[config.mk]
export PLATFORM = sky130hd
export DESIGN_NAME = fft_frame_sequencer
export DESIGN_NICKNAME = d
export VERILOG_FILES = /design/src/rtl/fft_frame_sequencer.sv
export SDC_FILE = /design/constraint.sdc
export NUM_CORES = 1
export LEC_CHECK = 0
export CAP_MARGIN = 10
export CORE_MARGIN = 2
export CORE_UTILIZATION = 55
export CTS_BUF_LIST = sky130_fd_sc_hd__clkbuf_4
export DETAILED_ROUTE_END_ITERATION = 7
export GPL_TIMING_DRIVEN = 0
export PLACE_DENSITY = 0.89
export SLEW_MARGIN = 20
export SYNTH_ARGS = -nofsm -noshare
export SYNTH_HDL_FRONTEND = slang
export SYNTH_SLANG_ARGS = --single-unit
[constraint.sdc]
create_clock -name MAX10_CLK1_50 -period 5.5 [get_ports MAX10_CLK1_50]
set_clock_uncertainty 0.2 [all_clocks]
set_input_delay 1.375 -clock MAX10_CLK1_50 [delete_from_list [all_inputs] [get_ports MAX10_CLK1_50]]
set_output_delay 1.375 -clock MAX10_CLK1_50 [all_outputs]
set_load 0.01 [all_outputs]
[src/rtl/fft_frame_sequencer.sv]
`default_nettype none
// +--------------------------------------------------------------------------+
// | fft_frame_sequencer: ping-pong ADC frame buffer feeding a streaming FFT  |
// | Revision: 1.0                                                            |
// +--------------------------------------------------------------------------+
module fft_frame_sequencer #(
  parameter int FFT_LENGTH = 1024,
  parameter int SAMPLE_W   = 12
) (
  input  logic                          MAX10_CLK1_50,
  input  logic                          reset,
  input  logic                          start,
  input  logic [SAMPLE_W-1:0]           adc_data,
  input  logic                          adc_data_valid,
  output logic                          ram_wr_en,
  output logic [$clog2(FFT_LENGTH):0]   ram_wr_addr,
  output logic [SAMPLE_W-1:0]           ram_wr_data,
  output logic [$clog2(FFT_LENGTH):0]   ram_rd_addr,
  input  logic [SAMPLE_W-1:0]           ram_rd_data,
  output logic                          fft_sink_valid,
  output logic                          fft_sink_sop,
  output logic                          fft_sink_eop,
  output logic [SAMPLE_W-1:0]           fft_sink_real,
  input  logic                          fft_sink_ready,
  input  logic                          fft_done,
  output logic [3:0]                    frame_id,
  output logic                          overflow,
  output logic                          busy
);

  localparam int AW = $clog2(FFT_LENGTH);
  localparam int EW = SAMPLE_W + 2;
  localparam logic [AW-1:0] c_LAST_IDX = AW'(FFT_LENGTH - 1);

  localparam logic [1:0] c_IDLE      = 2'd0;
  localparam logic [1:0] c_STREAM    = 2'd1;
  localparam logic [1:0] c_WAIT_DONE = 2'd2;

  logic          fill_bank_q, fill_bank_d;
  logic [AW-1:0] fill_idx_q, fill_idx_d;
  logic [1:0]    full_q, full_d;
  logic          overflow_q, overflow_d;

  logic [1:0]    state_q, state_d;
  logic          rd_bank_q, rd_bank_d;
  logic [AW:0]   rd_cnt_q, rd_cnt_d;
  logic [3:0]    frame_id_q, frame_id_d;
  logic          infl_q, infl_d;
  logic          infl_sop_q, infl_sop_d;
  logic          infl_eop_q, infl_eop_d;
  logic [EW-1:0] skid_q [0:1];
  logic [EW-1:0] skid_d [0:1];
  logic          wptr_q, wptr_d;
  logic          rptr_q, rptr_d;
  logic [1:0]    cnt_q, cnt_d;

  logic          strobe;
  logic          fill_free;
  logic          wr;
  logic          release_bank;
  logic [EW-1:0] head;
  logic          out_valid;
  logic          pop;
  logic [1:0]    occ;
  logic          issue;

  // A bank being released this cycle counts as free, so no sample is lost.
  assign strobe    = start && adc_data_valid && !reset;
  assign fill_free = !full_q[fill_bank_q] || (release_bank && (rd_bank_q == fill_bank_q));
  assign wr        = strobe && fill_free;

  always_comb begin
    fill_bank_d = fill_bank_q;
    fill_idx_d  = fill_idx_q;
    full_d      = full_q;
    overflow_d  = overflow_q;
    if (release_bank) begin
      full_d[rd_bank_q] = 1'b0;
    end
    if (wr) begin
      if (fill_idx_q == c_LAST_IDX) begin
        full_d[fill_bank_q] = 1'b1;
        fill_idx_d          = '0;
        fill_bank_d         = ~fill_bank_q;
      end else begin
        fill_idx_d = fill_idx_q + AW'(1);
      end
    end
    if (strobe && !fill_free) begin
      overflow_d = 1'b1;
    end
  end

  // Slots are reserved for the in-flight read so the skid buffer never overruns.
  assign head         = skid_q[rptr_q];
  assign out_valid    = (cnt_q != 2'd0);
  assign pop          = out_valid && fft_sink_ready;
  assign release_bank = pop && head[SAMPLE_W] && (state_q == c_STREAM);
  assign occ          = cnt_q + {1'b0, infl_q} - {1'b0, pop};
  assign issue        = (state_q == c_STREAM) && !rd_cnt_q[AW] && !occ[1];

  always_comb begin
    state_d    = state_q;
    rd_bank_d  = rd_bank_q;
    rd_cnt_d   = rd_cnt_q;
    frame_id_d = frame_id_q;
    infl_d     = issue;
    infl_sop_d = issue && (rd_cnt_q == '0);
    infl_eop_d = issue && (rd_cnt_q[AW-1:0] == c_LAST_IDX);
    skid_d     = skid_q;
    wptr_d     = wptr_q;
    rptr_d     = rptr_q;
    cnt_d      = occ;
    if (infl_q) begin
      skid_d[wptr_q] = {infl_sop_q, infl_eop_q, ram_rd_data};
      wptr_d         = ~wptr_q;
    end
    if (pop) begin
      rptr_d = ~rptr_q;
    end
    if (issue) begin
      rd_cnt_d = rd_cnt_q + (AW + 1)'(1);
    end
    case (state_q)
      c_IDLE: begin
        if (full_q[rd_bank_q]) begin
          state_d  = c_STREAM;
          rd_cnt_d = '0;
        end
      end
      c_STREAM: begin
        if (release_bank) begin
          state_d    = c_WAIT_DONE;
          rd_bank_d  = ~rd_bank_q;
          frame_id_d = frame_id_q + 4'd1;
        end
      end
      c_WAIT_DONE: begin
        if (fft_done) begin
          state_d = c_IDLE;
        end
      end
      default: state_d = c_IDLE;
    endcase
  end

  always_ff @(posedge MAX10_CLK1_50) begin
    if (reset) begin
      fill_bank_q <= 1'b0;
      fill_idx_q  <= '0;
      full_q      <= 2'b00;
      overflow_q  <= 1'b0;
      state_q     <= c_IDLE;
      rd_bank_q   <= 1'b0;
      rd_cnt_q    <= '0;
      frame_id_q  <= 4'd0;
      infl_q      <= 1'b0;
      infl_sop_q  <= 1'b0;
      infl_eop_q  <= 1'b0;
      skid_q[0]   <= '0;
      skid_q[1]   <= '0;
      wptr_q      <= 1'b0;
      rptr_q      <= 1'b0;
      cnt_q       <= 2'd0;
    end else begin
      fill_bank_q <= fill_bank_d;
      fill_idx_q  <= fill_idx_d;
      full_q      <= full_d;
      overflow_q  <= overflow_d;
      state_q     <= state_d;
      rd_bank_q   <= rd_bank_d;
      rd_cnt_q    <= rd_cnt_d;
      frame_id_q  <= frame_id_d;
      infl_q      <= infl_d;
      infl_sop_q  <= infl_sop_d;
      infl_eop_q  <= infl_eop_d;
      skid_q      <= skid_d;
      wptr_q      <= wptr_d;
      rptr_q      <= rptr_d;
      cnt_q       <= cnt_d;
    end
  end

  assign ram_wr_en      = wr;
  assign ram_wr_addr    = {fill_bank_q, fill_idx_q};
  assign ram_wr_data    = wr ? adc_data : '0;
  assign ram_rd_addr    = {rd_bank_q, rd_cnt_q[AW-1:0]};
  assign fft_sink_valid = out_valid;
  assign fft_sink_sop   = out_valid && head[SAMPLE_W+1];
  assign fft_sink_eop   = out_valid && head[SAMPLE_W];
  assign fft_sink_real  = out_valid ? head[SAMPLE_W-1:0] : '0;
  assign frame_id       = frame_id_q;
  assign overflow       = overflow_q;
  assign busy           = (state_q != c_IDLE);

endmodule
`default_nettype wire

[Word level (Yosys, flattened, before mapping)]
Cells that the tools add are included.
Storage, ports and cells
  logic and storage cells: 102
  bits of input ports: 30
  register bits: 67
Operators by class
  reductions and logical operators: 30
  $lt $le $gt $ge: 7
  muxes and demuxes: 27
  eq/ne operators: 8
  $add $sub $neg: 5
  bitwise operators: 9
Operators by type and width (number)
  2-to-1 mux 14 bit: 4
  2-to-1 mux 11 bit: 3
  bitwise mux 28 bit: 1
  2-to-1 mux 12 bit: 2
  equality test 10 bit (second input constant): 2
  logical AND 1 bit: 17
  demux 14 bit (select 1 bit): 1
  2-to-1 mux 2 bit: 6
  adder 11 x 1 -> 11 bit (second input constant): 1
  logical NOT 11 bit: 1
  adder 10 x 1 -> 10 bit (second input constant): 1
  2-to-1 mux 10 bit: 1
  2-to-1 mux 1 bit: 6
  inequality test 2 bit (second input constant): 3
  case mux 2 bit (3 select lines): 1
  logical NOT 1 bit: 5
  adder 4 x 1 -> 4 bit (second input constant): 1
  greater-or-equal comparator 2 bit (second input constant): 2
  less-than comparator 1 x 2 -> 1 bit (second input constant): 2
  NOT 1 bit: 4
  NOT 1 -> 2 bit: 2
  AND reduction 2 bit: 2
  nonzero test 2 bit: 2
  AND reduction 3 bit: 1
  other kinds (13): 15

[Logic depth before layout (Yosys ltp)]
  depth after elaboration: 10
  gate-level depth with buffers: 8
  gate-level depth less buffers: 7

[Worst setup path after synthesis]
Ideal clock, no wire load.
  path type: input-to-output
  from: input port reset
  to: output port ram_wr_data[10]
  stages on the path: 6
  slack: 1439 ps
  arrival time: 2486 ps
  cells stage by stage: buf_2 -> clkinv_1 -> nand3_1 -> nor2_2 -> buf_2 -> and2_1
Between the ends
  word-level cells in the longest chain between the ends: 4
Ends and longest elaborated chain
  start: declaration: line 11  | input logic reset,
  logical NOT 1 bit: line 68  | assign strobe = start && adc_data_valid && !reset;
  logical AND 1 bit: line 68
  logical AND 1 bit: line 70  | assign wr = strobe && fill_free;
  via ram_wr_en: line 15  | output logic ram_wr_en,
  2-to-1 mux 12 bit: line 186  | assign ram_wr_data = wr ? adc_data : '0;
  end: declaration: line 17  | output logic [SAMPLE_W-1:0] ram_wr_data,
The timed path passes the listed nets, and every way through them passes these cells.

[Final worst setup path]
  from: input port fft_sink_ready
  to: output port ram_wr_data[2]
Between the ends
  word-level cells in the longest chain between the ends: 7
Ends and longest elaborated chain
  start: declaration: line 24  | input logic fft_sink_ready,
  logical AND 1 bit: line 97  | assign pop = out_valid && fft_sink_ready;
  logical AND 1 bit (2 in series): line 98  | assign release_bank = pop && head[SAMPLE_W] && (state_q == c_STREAM);
  logical AND 1 bit: line 69  | assign fill_free = !full_q[fill_bank_q] || (release_bank && (rd_bank_q == fill_bank_q));
  logical OR 1 bit: line 69
  logical AND 1 bit: line 70
  2-to-1 mux 12 bit: line 186
Every way passes these cells.

==> impl_metrics.ini <==
[synth]
netlist_area_sq_um = 3340
async_flop_share_pct = 0
synth_nets = 446
synth-main-ff-cell = dfxtp_1
synth-edff-count = 0
avgSynthCellArea_sq_um = 8.14
ys_ff_latch = 67
synth_seq_area_share_pct = 40.1
syn_inst = 411
yosys_warnings = 0
ys_types = 53

[global_routing]
antenna_found_initial = 0
grt_overflow = 0
grt_pass1_wl_um = 13900
grt_usage_pct = 26.8
grt_pass1_vias = 3002
grt_max_degree = 12

[finish]
regArea_sq_um = 1340
utilization_pct = 75.4
layout_common_cells = clkdlybuf4s50_1, nand2_1, dfxtp_1
multi_input_area_sq_um = 1780
areaGrowthSynthToFinish_pct = 32.7
drive_gt1_share_pct = 8.02
antenna_cells = 0
filler_cell_count = 433
final_common_cell = clkdlybuf4s50_1
final_nets = 541

[clock_tree]
clk_path_buf_depth = 2
cts_resized = 0
cts_hold_buffers = 0
cts_tree = built
cts_root_buf = clkbuf_4
cts_num_sinks = 67
htreeDepth = 3
post_cts_buffers = 0
insertion_delay_ns = 0.43
clk_pin_slew_ns = 0.10
cts_buffers = 9

[setup_path]
startpoint = fft_sink_ready
r2r.worst_path.cells = 7
crit_fanout = 10
start_kind = input pin
rrSetupSlack_ns = 3.23
cp.required_ns = 3.92
critPathMostFrequentCell = clkdlybuf4s50_1
critPathCapture = ram_wr_data[2]
worst_setup_path_end_kind = primary output
critical_path.max_stage_delay_ns = 0.54
worstSetupPathType = input pin to primary output
path_cells = clkdlybuf4s50_1, o21a_1, a41oi_4, nor2_2, buf_2, and2_1, clkdlybuf4s50_1
crit_slowest_cell = clkdlybuf4s50_1
worstPathArrival_ns = 3.58
timing.rr.start = cnt_q[0]$_SDFF_PP0_
r2r-end = rd_cnt_q[10]$_SDFF_PP0_

[floorplanning]
start_util_pct = 56.8
core.rowCount = 28
io-pin-count = 86
die_h_um = 82.0
die-area_sq_um = 6720
coreArea_sq_um = 5890
die_w_um = 82.0

[power_and_ir_drop]
power_density_nw_per_um2 = 206
fin_total_pwr_uw = 915
ir_drop_mv = 0.152
p_leak_uw = 0.00155

[outcome]
status = completed

[timing]
period_share_pct = 93.8
setup_tns_ns = 0
final.setup.worst_slack_ns = 0.342
maxSlewViolCount = 0
min_period_ns = 5.16
finalHoldViolations = 0
setup_viol = 0
worst_hold_slack_ns = 0.261
relSlewSlack_pct = 40.2
fmax_mhz = 194
worst_pin_slew_ns = 0.890
rsz0062_at_grt = false

[detailed_routing]
avgViaCountPerCell = 5.66
vias = 3317
wl_um = 8560
drt_iter0_drc = 153
wl_per_cell_um = 14.6
ant_nets = 0
first_pass_iters = 6
drc = 0

[flow_run]
max-cap-violations = 0

[hold_path]
hold_class = register to register
hp-start = skid_q[9]$_SDFFE_PP0P_

[place]
dp_slack_ns = 0.348
gp_congestion = 0.861
dpl.hpwl_um = 6100
io_buffers = 84
==> cells by family (layout without fill, tap and decap cells) <==
family          Yosys count  after routing  share of synthesized area (%)
simple gates            193            193                           28.5
buf+inv                  44            144                           6.58
compound gates           69             69                           13.0
xor+xnor                  5              5                           1.31
mux                      28             28                           8.60
flops                    67             67                           40.1
fa+ha+maj                 5              5                           1.87
==> per-layer routing <==
metal	up-vias	part of all wire, %	GRT usage [%]
met3	24	6.9	5.27
met1	1535	42	33.4
met5	-	0	0
met2	149	49	44.7
li1	1609	-	-
met4	0	2.4	11.8
==> power breakdown <==
| group | internal, uW | switching (uW) |
|---|---|---|
| Clock | 193 | 179 |
| Sequential | 486 | 1.29 |
| Combinational | 30.8 | 24.4 |
| Total | 710 | 205 |
==> registers in the layout (all words and copies together), names as in the netlist, 2 cells and up <==
signal      cells
rd_cnt_q       11
frame_id        4
fill_idx_q     10
cnt_q           2
skid_q         28
state_q         2
full_q          2
==> worst max-delay path, delay by kind of cell <==
kind | cells | cell delay [ns]
buffers and inverters | 3 | 1.31
AND/OR/NAND/NOR | 2 | 0.39
AO/OA/AOI/OAI | 2 | 0.50
==> worst min path at each step <==
stage / endpoint / cells past startpoint / slack (ns)
6_report: skid_q[9]$_SDFFE_PP0P_ / 2 / 0.26
3_5_place_dp: skid_q[25]$_SDFFE_PP0P_ / 2 / 0.25
4_1_cts: skid_q[25]$_SDFFE_PP0P_ / 2 / 0.26
5_1_grt: skid_q[26]$_SDFFE_PP0P_ / 2 / 0.28
3_3_place_gp: skid_q[13]$_SDFFE_PP0P_ / 2 / 0.24
2_1_floorplan: skid_q[12]$_SDFFE_PP0P_ / 2 / 0.23
==> synth_stat cells, drive strengths merged (2+ instances only) <==
cell type,number,share of area [%]
o21ai,6,0.90
and2,17,3.2
mux2i,25,7.5
o41ai,3,0.79
nor2,28,3.2
clkbuf,13,1.5
xor2,2,0.52
o311ai,2,0.52
or3,3,0.56
nand4,11,2.1
nor3,3,0.45
or4,3,0.67
ha,5,1.9
nand2,81,9.1
mux2,3,1.1
a31oi,2,0.37
dfxtp,67,40
buf,20,3.9
and4,2,0.52
a21oi,39,5.8
or2b,5,1.1
and3,4,0.75
nor4b,2,0.52
nand3,10,1.6
o31ai,4,0.90
nand2b,6,1.1
inv,10,1.1
o21a,3,0.67
xnor2,3,0.79
nor4,9,1.7
nor2b,5,0.94
==> final cells by class <==
| cell class | count | share of cell area [%] |
|---|---|---|
| Buffer | 33 | 4.03 |
| Sequential cell | 67 | 30.2 |
| Tap cell | 75 | 2.11 |
| Inverter | 11 | 0.930 |
| Multi-Input combinational cell | 300 | 40.2 |
| Clock inverter | 5 | 1.75 |
| Clock buffer | 11 | 1.86 |
| Timing Repair Buffer | 84 | 18.9 |
==> stage by stage <==
step	instances	area [sq um]
after detailed placement	570	4280
after global placement	570	4280
after global routing	586	4440
after CTS	586	4440
after floorplan	411	3340
final	586	4440
(Power assumes the default switching activity.)
